[src/rtl/big_sm_template.sv]
// DDR3 command-sequencing FSM: tracks device state, drives registered CS/RAS/CAS/WE.
// Latency: pins change on the same edge as the state register. No backpressure; requests are levels.
// Optional power-down states are enabled by defining POWER_DOWN_EN.
module big_sm_template #(
    parameter int T_RFC   = 8,
    parameter int T_RCD   = 3,
    parameter int T_BURST = 4,
    parameter int T_RP    = 3
) (
    input  logic CLK,
    input  logic RESET,
    input  logic ZQCL,
    input  logic MRS,
    input  logic SRE,
    input  logic SRX,
    input  logic REF,
    input  logic PDE,
    input  logic PDX,
    input  logic ACT,
    input  logic WRITE,
    input  logic READ,
    input  logic WRITE_AP,
    input  logic READ_AP,
    input  logic PRE,
    input  logic CKE,
    output logic CS,
    output logic RAS,
    output logic CAS,
    output logic WE
);

    typedef enum logic [4:0] {
        POWER_ON             = 5'd0,
        RESET_PROCEDURE      = 5'd1,
        INITIALIZATION       = 5'd2,
        ZQ_CALIBRATION       = 5'd3,
        IDLE                 = 5'd4,
        WRITE_LEVELING       = 5'd5,
        SELF_REFRESH         = 5'd6,
        REFRESHING           = 5'd7,
        PRECHARGE_POWER_DOWN = 5'd8,
        ACTIVATING           = 5'd9,
        BANK_ACTIVE          = 5'd10,
        ACTIVE_POWER_DOWN    = 5'd11,
        WRITING              = 5'd12,
        READING              = 5'd13,
        WRITING_AP           = 5'd14,
        READING_AP           = 5'd15,
        PRECHARGING          = 5'd16
    } state_t;

    localparam logic [7:0] RFC_LD   = 8'(T_RFC - 1);
    localparam logic [7:0] RCD_LD   = 8'(T_RCD - 1);
    localparam logic [7:0] BURST_LD = 8'(T_BURST - 1);
    localparam logic [7:0] RP_LD    = 8'(T_RP - 1);

    localparam logic [3:0] CMD_DESEL = 4'b1111;
    localparam logic [3:0] CMD_NOP   = 4'b0111;

    state_t     state;
    state_t     nxt;
    logic [7:0] cnt;
    logic [3:0] cmd;

    assign {CS, RAS, CAS, WE} = cmd;

`ifndef POWER_DOWN_EN
    logic unused_pd;
    assign unused_pd = PDE ^ PDX;
`endif

    // Command issued on the first cycle of a freshly entered state.
    function automatic logic [3:0] entry_cmd(input state_t s);
        case (s)
            ZQ_CALIBRATION:              entry_cmd = 4'b0110;
            WRITE_LEVELING:              entry_cmd = 4'b0000;
            REFRESHING, SELF_REFRESH:    entry_cmd = 4'b0001;
            ACTIVATING:                  entry_cmd = 4'b0011;
            WRITING, WRITING_AP:         entry_cmd = 4'b0100;
            READING, READING_AP:         entry_cmd = 4'b0101;
            PRECHARGING:                 entry_cmd = 4'b0010;
            POWER_ON, RESET_PROCEDURE,
            PRECHARGE_POWER_DOWN,
            ACTIVE_POWER_DOWN:           entry_cmd = CMD_DESEL;
            default:                     entry_cmd = CMD_NOP;
        endcase
    endfunction

    function automatic logic [3:0] hold_cmd(input state_t s);
        case (s)
            POWER_ON, RESET_PROCEDURE, SELF_REFRESH,
            PRECHARGE_POWER_DOWN, ACTIVE_POWER_DOWN: hold_cmd = CMD_DESEL;
            default:                                 hold_cmd = CMD_NOP;
        endcase
    endfunction

    function automatic logic [7:0] load_val(input state_t s);
        case (s)
            REFRESHING:                                 load_val = RFC_LD;
            ACTIVATING:                                 load_val = RCD_LD;
            WRITING, READING, WRITING_AP, READING_AP:   load_val = BURST_LD;
            PRECHARGING:                                load_val = RP_LD;
            default:                                    load_val = 8'd0;
        endcase
    endfunction

    always_comb begin
        nxt = state;
        case (state)
            POWER_ON:        nxt = RESET_PROCEDURE;
            RESET_PROCEDURE: nxt = INITIALIZATION;
            INITIALIZATION:  if (ZQCL) nxt = ZQ_CALIBRATION;
            ZQ_CALIBRATION:  if (!ZQCL) nxt = IDLE;
            IDLE: begin
                if (REF)      nxt = REFRESHING;
                else if (SRE) nxt = SELF_REFRESH;
`ifdef POWER_DOWN_EN
                else if (PDE) nxt = PRECHARGE_POWER_DOWN;
`endif
                else if (MRS) nxt = WRITE_LEVELING;
                else if (ACT) nxt = ACTIVATING;
            end
            WRITE_LEVELING:  if (!MRS) nxt = IDLE;
            SELF_REFRESH:    if (SRX && CKE) nxt = IDLE;
            REFRESHING:      if (cnt == 8'd0) nxt = IDLE;
            ACTIVATING:      if (cnt == 8'd0) nxt = BANK_ACTIVE;
            BANK_ACTIVE: begin
                if (PRE)           nxt = PRECHARGING;
                else if (WRITE_AP) nxt = WRITING_AP;
                else if (READ_AP)  nxt = READING_AP;
                else if (WRITE)    nxt = WRITING;
                else if (READ)     nxt = READING;
`ifdef POWER_DOWN_EN
                else if (PDE)      nxt = ACTIVE_POWER_DOWN;
`endif
            end
            WRITING, READING:       if (cnt == 8'd0) nxt = BANK_ACTIVE;
            WRITING_AP, READING_AP: if (cnt == 8'd0) nxt = PRECHARGING;
            PRECHARGING:            if (cnt == 8'd0) nxt = IDLE;
`ifdef POWER_DOWN_EN
            PRECHARGE_POWER_DOWN:   if (PDX && CKE) nxt = IDLE;
            ACTIVE_POWER_DOWN:      if (PDX && CKE) nxt = BANK_ACTIVE;
`endif
            default:                nxt = POWER_ON;
        endcase
    end

    always_ff @(posedge CLK or negedge RESET) begin
        if (!RESET) begin
            state <= POWER_ON;
            cnt   <= 8'd0;
            cmd   <= CMD_DESEL;
        end else begin
            state <= nxt;
            if (nxt != state) begin
                cmd <= entry_cmd(nxt);
                cnt <= load_val(nxt);
            end else begin
                cmd <= hold_cmd(nxt);
                cnt <= (cnt != 8'd0) ? cnt - 8'd1 : 8'd0;
            end
        end
    end

endmodule

[config.mk]
export PLATFORM = sky130hd
export DESIGN_NAME = big_sm_template
export DESIGN_NICKNAME = d
export VERILOG_FILES = /design/src/rtl/big_sm_template.sv
export SDC_FILE = /design/constraint.sdc
export NUM_CORES = 1
export LEC_CHECK = 0
export ABC_AREA = 0
export CAP_MARGIN = 20
export CORE_ASPECT_RATIO = 0.8
export CORE_MARGIN = 2
export CORE_UTILIZATION = 30
export CTS_CLUSTER_SIZE = 8
export DETAILED_ROUTE_END_ITERATION = 16
export PLACE_DENSITY_LB_ADDON = 0.15
export SLEW_MARGIN = 10
export SYNTH_ARGS = -nofsm -noshare
export SYNTH_HDL_FRONTEND = slang
export SYNTH_SLANG_ARGS = --single-unit
[constraint.sdc]
create_clock -name CLK -period 9.2 [get_ports CLK]
set_input_delay 1.38 -clock CLK [delete_from_list [all_inputs] [get_ports CLK]]
set_output_delay 1.38 -clock CLK [all_outputs]
set_load 0.01 [all_outputs]
After elaboration in Yosys (flattened, before gate mapping)
Memory sizes are Yosys's and may differ from the RTL's.
Cells that the tools add are included.
- $add $sub $neg: 1
- equal/unequal tests: 26
- mux-type cells: 22
- reduce and logical (&&, ||, !) cells: 11
- operators with widths (operator ; count):
    $mux 5 ; 16
    $eq 5x4->1 const B ; 13
    $pmux 5 s11 ; 1
    $eq 5x3->1 const B ; 6
    $mux 8 ; 2
    $eq 5x1->1 const B ; 2
    $eq 5x2->1 const B ; 2
    $eq 5x5->1 const B ; 2
    $logic_not 5->1 ; 2
    $pmux 3 s3 ; 1
    $logic_not 8->1 ; 1
    $mux 4 ; 2
    $reduce_bool 8->1 ; 1
    $sub 8x1->8 const B ; 1
    $reduce_or 2->1 ; 3
    $ne 5x5->1 ; 1
    $reduce_or 5->1 ; 1
    $reduce_or 4->1 ; 1
    $reduce_or 3->1 ; 1
    $logic_and 1x1->1 ; 1
- register bits after elaboration: 17
- memory bits (read-only): 128
- output and inout port bits: 4
- logic and storage cells: 64
- memories kept: 1
- memories (name ; depth ; width ; read ports ; clocked after memory_dff ; write ports ; RTL line ; RTL):
    (name not given) ; 32 ; 4 ; 1 ; 0 ; 0 ; 74 ; case (s)

Longest topological paths before layout
Gate-level depths: netlist of the first run.
- depth after elaboration: 10
- gate-level depth with buffers: 13

Least setup slack after synthesis of the first run
OpenSTA, ideal clock, no wires.
- path type: input -> register
- from: input port MRS
- to: register cnt[1]
- setup time: 0.118 ns
- arrival: 3.505 ns
- slack: 5.577 ns
- cell stages on the path: 11
- path through: and4b_1 -> a41o_1 -> o21ai_0 -> o21ai_0 -> a21oi_1 -> inv_1 -> ha_1 -> or3_1 -> a21oi_1 -> mux2i_1 -> a21o_1
- word-level cells in the longest chain between the ends: 8
- RTL lines (what ; RTL line ; RTL):
    start: declaration ; 13 ; input logic MRS,
    $mux 5 ; 120 ; else if (MRS) nxt = WRITE_LEVELING;
    $mux 5 ; 116 ; else if (SRE) nxt = SELF_REFRESH;
    $mux 5 ; 115 ; if (REF) nxt = REFRESHING;
    $pmux 5 s11 * ; 109 ; case (state)
    via nxt[1] ; 61 ; state_t nxt;
    $eq 5x4->1 / $eq 5x5->1 (equally long branches) ; 98 ; case (s)
    $reduce_or 4->1 / $reduce_or 2->1 (equally long branches) ; n/a ;
    $pmux 3 s3 ; 98 ;
    $mux 8 * ; 155 ; if (nxt != state) begin
    end signal: assignment ; 157 ; cnt <= load_val(nxt);
    end signal: assignment ; 160 ; cnt <= (cnt != 8'd0) ? cnt - 8'd1 : 8'd0;
    end: declaration ; 62 ; logic [7:0] cnt;
The timed path passes the listed nets; every way through them passes the cells marked *.

Worst setup path after layout of the first run
Ends and elaborated chain as after synthesis.

==> reports/results.tsv, run 1 <==
stage	metric	value	unit
sta	Worst Max-Slew Pin Slew	792	ps
flow_run	Max Cap Violations	0	
sta	final hold vios	0	
synthesis	Ys Warns	0	
setup_path	Worst Path Max Fanout	4	
route	drt first pass iters	4	
die	Rows	22	
route	WL/cell	15.2	µm
global_route	largest net degree at the start of global routing	19	
route	DRC	0	
clocking	Setup Buffers After CTS	0	
route	DRT iter0 DRCs	103	
global_route	all-layer global routing usage	0.147	
synthesis	Cells after Synth	169	
sta	Worst Skew	2.50	ps
setup_path	critical path class	in -> reg	
place	gp weighted congestion	0.908	
sta	Hold Slack	590	ps
die	I/O pin count	20	
route	via count	1353	
power_and_ir_drop	power per standard cell area	350	mW/mm²
place	cell area after placement	0.00164	mm²
cells_and_area	Post-layout nets	202	
synthesis	synthesized flop and latch total	17	
sta	fmax	235	MHz
power_and_ir_drop	leakage	0.000681	µW
sta	Final Critical Period	4250	ps
cells_and_area	layout cells sized above 1	0.122	
global_route	vias in the first global route	1271	
synthesis	syn_nets	190	
sta	TNS Setup	0	ps
clocking	clock slew at reported path FFs	70	ps
global_route	total gr overflow	0	
setup_path	critical path capture point type	flip-flop	
global_route	first-pass GRT wire length	6320	µm
die	DIE WIDTH	82.6	µm
global_route	met1 Track Usage GR	0.226	
cells_and_area	Diodes inserted	0	
sta	Final Cycle Share	0.462	
clocking	CTS Buffer Depth	2	
die	Core Area	0.00468	mm²
synthesis	EDFF count, synth	0	
run_status	status	finished, final reports clean	
clocking	Skew-Pair Late Insertion Delay	250	ps
die	Die ar.	0.00553	mm²
sta	relative slew slack	0.470	
global_route	antenna violations before repair	0	
setup_path	worst setup path startpoint	MRS	
power_and_ir_drop	Design Power	590	µW
route	antenna-violating nets left	0	
die	Die Y	66.9	µm
setup_path	reg2reg start	cnt[0]$_DFF_PN0_	
clocking	CTS resizes	0	
clocking	CTS Sinks	17	
clocking	CTS H-tree lvls	1	
global_route	busiest metal layer after global routing	met1	
synthesis	Mapped Avg Cell Area	8.78	µm²
sta	unrepaired setup endpoints after global routing	no	
global_route	GR Util met3	0.0366	
synthesis	sequential area share after synthesis	0.290	
route	WL final	3640	µm
place	number of I/O port buffers	17	
die	Initial Utilization	0.317	
synthesis	asr flop ratio synth	1.00	
setup_path	Worst EP arrival	4400	ps
global_route	met2 usage	0.211	
clocking	total CTS buffers	3	
synthesis	Netlist Area Pre-Place	0.00148	mm²
clocking	CTS tree	yes	
synthesis	synth unique cells	63	
worst_hold_path	HP Start	cnt[1]$_DFF_PN0_	
setup_path	Worst Path Required	9350	ps
worst_hold_path	HP Class	reg -> reg	
clocking	hold buffers post-CTS	0	
cells_and_area	Syn-to-layout area delta	13.7	%
clocking	clock root buffer	clkbuf_8	
power_and_ir_drop	peak supply drop	0.176	mV
place	hpwl dp	2670	µm
cells_and_area	Final Core Density	0.360	
synthesis	Top FF cell, synth	dfrtp_1	
route	routed vias/inst	5.64	
setup_path	CP startpoint kind	input pin	
cells_and_area	Post-Layout Inst Area	0.00169	mm²
sta	max-slew violation count	0	
sta	Final Setup Violations	0	
[path summary, 6_finish.rpt]
kind / endpoint / slack, ps / depth (start not counted)
worst max-delay path: cnt[1]$_DFF_PN0_ / 4950 / 12
worst min-delay path: cnt[3]$_DFF_PN0_ / 590 / 2
worst max register to register: cnt[1]$_DFF_PN0_ / 5710 / 12
worst min register to register: cnt[3]$_DFF_PN0_ / 590 / 2
max in group asynchronous: state[1]$_DFF_PN0_ / 7120 / 1
min in group asynchronous: cnt[6]$_DFF_PN0_ / 1580 / 1
[cell usage after synthesis (all sizes together) (2+ instances only)]
library cell,instances,area (µm²)
or3,4,30.0
o311ai,2,17.5
clkbuf,4,25.0
buf,6,63.8
nor2b,2,12.5
or2,2,12.5
nor4b,2,23.8
ha,5,62.6
o2111ai,3,38.8
dfrtp,13,325
nand3,8,40.0
a21oi,13,68.8
or4,3,26.3
nor4,4,25.0
inv,6,22.5
a41o,2,20.0
and3,3,18.8
nand2b,3,18.8
xnor2,2,17.5
mux2i,4,40.0
dfstp,4,105
nand2,11,41.3
nor2,16,60.1
nor3,6,30.0
o21ai,8,40.0
or4b,2,23.8
nand4,2,18.8
a21o,5,37.5
[cell type report]
| cell class | instances | area, µm² |
|---|---|---|
| clock buffers | 3 | 41.3 |
| clock inverters | 1 | 5.00 |
| fillers | 490 | 2990 |
| inverters | 7 | 38.8 |
| multi-input cells | 135 | 926 |
| flip-flops and latches | 17 | 430 |
| well taps | 60 | 75.1 |
| repair buffers | 17 | 170 |
[power breakdown]
| part | total, µW | internal (µW) | switching [µW] | leakage (µW) |
|---|---|---|---|---|
| combinational | 382 | 166 | 215 | 0.000440 |
| clock | 56.4 | 30.1 | 26.3 | 0.0000255 |
| sequential | 151 | 107 | 44.8 | 0.000215 |
| total | 590 | 303 | 287 | 0.000681 |
[critical path, cell delays in order]
cell and delay [ps]:
clkdlybuf4s50_1 430, and4b_1 220, a41o_1 200, o21ai_0 390, o21ai_0 180, a21oi_1 410, inv_1 140, ha_1 220
or3_1 310, a21oi_1 210, mux2i_1 110, a21o_1 180
[cell usage in the layout, fill, tap and decap left out, types with 2 or more instances in the layout]
master	instances
or3_1	3
a41o_1	2
or2_2	2
nand2b_1	3
nor3_1	6
mux2i_1	4
xnor2_1	2
nor4_1	4
inv_1	6
clkbuf_8	3
ha_1	5
o2111ai_2	2
clkdlybuf4s50_1	17
dfrtp_1	13
nor2_1	16
dfstp_2	4
a21oi_1	12
o21ai_0	7
nor2b_1	2
or4_1	2
nand3_1	8
nand2_1	11
a21o_1	5
and3_1	3
[registers in the layout (all words and copies together) (netlist names)]
name,cells
cmd,4
state,5
cnt,8
[metal layers]
metal	vias to the layer above	share of wire
met5	-	0
met4	0	0.0019
met3	2	0.034
met2	21	0.44
met1	668	0.52
li1	662	-
[stage by stage]
| stage | cells | setup slack (ps) |
|---|---|---|
| floorplan | 169 | 5580 |
| global placement | 236 | 4740 |
| detailed placement | 236 | 4700 |
| CTS | 240 | 4960 |
| global route | 240 | 4740 |
| finish | 240 | 4950 |
[logic make-up (layout without fill, tap and decap cells)]
logic type	after synthesis	after routing	synth area share
XOR/XNOR	3	3	0.0177
multiplexers	4	4	0.0270
AO/OA/AOI/OAI	46	46	0.227
buffers and inverters	17	28	0.0860
adder cells (fa/ha/maj)	5	5	0.0422
AND/OR/NAND/NOR	77	77	0.310
flip-flops	17	17	0.290
(Power assumes the default switching activity.)
==> inputs of run 2 (changes only) <==
- clock period: 9.2 -> 3.9 ns (I/O delays scaled with it)
==> run 2 against run 1 <==
  * Critical path depth unchanged
  * Cell count increased by 0.83%
  * Clock skew about the same
  * Cell area increased by 0.89%
  * Wire length increased by 0.71%
  * Critical path type is now reg -> reg
==> reports/results.tsv, run 2 (synthesis results as in run 1) <==
stage	metric	value	unit	change
sta	Final Critical Period	3440	ps	
sta	TNS Setup	0	ps	unchanged
setup_path	Worst R2R End	cnt[1]$_DFF_PN0_		
global_route	antenna violations before repair	0		unchanged
setup_path	Worst Path Required	4050	ps	-5300 ps
sta	unrepaired setup endpoints after global routing	no		
worst_hold_path	Hold Path Stages	2		unchanged
setup_path	critical path class	reg -> reg		
route	DRC	0		unchanged
cells_and_area	most frequent cells in the layout	clkdlybuf4s50_1, nor2_1, dfrtp_1, a21oi_1, nand2_1		
die	I/O pin count	20		unchanged
setup_path	Worst EP arrival	3590	ps	-810 ps
sta	fmax	290	MHz	
power_and_ir_drop	Design Power	1420	µW	+140%
clocking	total CTS buffers	3		unchanged
cells_and_area	layout cells sized above 1	0.132		+0.00965
clocking	CTS Buffer Depth	2		unchanged
setup_path	critical path capture point type	flip-flop		
cells_and_area	Post-layout nets	204		+0.99%
sta	Final Setup Violations	0		unchanged
route	drt first pass iters	4		unchanged
setup_path	CP startpoint kind	flip-flop		
route	WL final	3670	µm	+0.71%
setup_path	Reg2Reg Setup Slack	460	ps	-5250 ps
die	Rows	22		unchanged
run_status	status	finished, final reports clean		
worst_hold_path	HP Class	reg -> reg		
setup_path	slowest CP cell	or4_4		
clocking	CTS resizes	0		unchanged
die	Die Y	66.9	µm	unchanged
sta	max-slew violation count	0		unchanged
global_route	total gr overflow	0		unchanged
sta	Final Cycle Share	0.883		
sta	Worst Skew	2.45	ps	-0.0490 ps
clocking	Skew-Pair Late Insertion Delay	250	ps	about the same
setup_path	Worst Path Max Fanout	7		+3
clocking	clock slew at reported path FFs	70	ps	about the same
sta	final hold vios	0		unchanged
setup_path	reg2reg start	cnt[0]$_DFF_PN0_		
setup_path	worst setup path startpoint	cnt[0]$_DFF_PN0_		
flow_run	Max Cap Violations	0		unchanged
power_and_ir_drop	leakage	0.000691	µW	+1.5%
route	DRT iter0 DRCs	113		+9.7%
cells_and_area	most common cell after layout, fill and taps aside	clkdlybuf4s50_1		
cells_and_area	Final Core Density	0.364		+0.00321
setup_path	worst reg-to-reg path cell count	12		unchanged
die	Die ar.	0.00553	mm²	unchanged
route	WL/cell	15.2	µm	-0.12%
cells_and_area	biggest regs	cnt (8), state (5), cmd (4)		
global_route	largest net degree at the start of global routing	19		unchanged
die	Initial Utilization	0.317		unchanged
route	via count	1344		-0.67%
global_route	first-pass GRT wire length	6410	µm	+1.4%
clocking	CTS Sinks	17		unchanged
sta	Worst Max-Slew Pin Slew	794	ps	+1.78 ps
die	DIE WIDTH	82.6	µm	unchanged
cells_and_area	Largest Register	cnt		
place	gp weighted congestion	0.900		-0.85%
setup_path	max incr delay on CP	570	ps	+140 ps
power_and_ir_drop	peak supply drop	0.328	mV	+86%
route	antenna-violating nets left	0		unchanged
sta	relative slew slack	0.469		-0.00119
global_route	vias in the first global route	1305		+2.7%
clocking	hold buffers post-CTS	0		unchanged
cells_and_area	Diodes inserted	0		unchanged
setup_path	CP cell instances	inv_1 -> ha_1 -> or4b_4 -> or4_4 -> nand2_1 -> a21oi_1 -> buf_4 -> ha_1 -> or3_1 -> a21oi_1 -> mux2i_1 -> a21o_1		
setup_path	worst setup path endpoint	cnt[1]$_DFF_PN0_		
power_and_ir_drop	power per standard cell area	836	mW/mm²	+140%
clocking	Setup Buffers After CTS	0		unchanged
cells_and_area	Syn-to-layout area delta	14.7	%	
clocking	CTS H-tree lvls	1		unchanged
die	Core Area	0.00468	mm²	unchanged
cells_and_area	max reg flops	8		unchanged
global_route	all-layer global routing usage	0.150		+0.00336
route	routed vias/inst	5.55		-1.5%
place	hpwl dp	2800	µm	+5.0%
clocking	CTS tree	yes		
place	number of I/O port buffers	17		unchanged
clocking	clock root buffer	clkbuf_8		
cells_and_area	Fill cells	500		+2.0%
[run 2: cell types whose count changed in the layout (fill, tap and decap cells not counted)]
cell,previous run,this run
buf_4,0,2
[run 2: cell type report]
type	count	area, µm²	area share
flip-flops and latches	17	430	0.253
inverters	7	38.8	0.0228
well taps	60	75.1	0.0441
repair buffers	19	185	0.109
multi-input cells	135	926	0.544
clock inverters	1	5.00	0.00294
clock buffers	3	41.3	0.0243
[run 2: worst min path at each step]
stage | end | slack, ps | startpoint
6_report | cnt[3]$_DFF_PN0_ | 590 | cnt[3]$_DFF_PN0_
5_1_grt | cnt[3]$_DFF_PN0_ | 630 | cnt[3]$_DFF_PN0_
4_1_cts | cnt[3]$_DFF_PN0_ | 590 | cnt[3]$_DFF_PN0_
3_5_place_dp | cnt[3]$_DFF_PN0_ | 580 | cnt[3]$_DFF_PN0_
3_3_place_gp | cnt[6]$_DFF_PN0_ | 580 | cnt[7]$_DFF_PN0_
2_1_floorplan | cnt[0]$_DFF_PN0_ | 290 | RESET
[run 2: stage by stage]
step                      worst slack (ps)  instances  hold slack, ps  cell area (µm²)
final                                  456        242             588             1700
after floorplan                        893        169             289             1480
after CTS                              474        242             593             1700
after detailed placement               304        238             582             1660
after global routing                   273        242             628             1700
after global placement                 377        238             576             1660
[run 2: critical path, delay by kind of cell (launching register included)]
kind            cells  cell delay [ps]
fa+ha+maj           2              520
buf+inv             2              280
mux                 1              110
compound gates      3              450
flops               1              400
simple gates        4             1570
[run 2: power breakdown]
group | switching (µW) | internal, µW | leakage (µW) | total (µW)
Combinational | 520 | 407 | 0.000450 | 928
Clock | 66.2 | 71.0 | 0.0000255 | 137
Sequential | 106 | 251 | 0.000215 | 357
[run 2: per-layer routing]
layer	up-vias	part of all wire	track usage	wire (µm)
met3	4	0.035	0.0325	128
met5	-	0	0	0
met1	660	0.52	0.222	1900
met2	17	0.44	0.230	1620
met4	0	0.0063	0.0164	23
li1	663	-	-	-
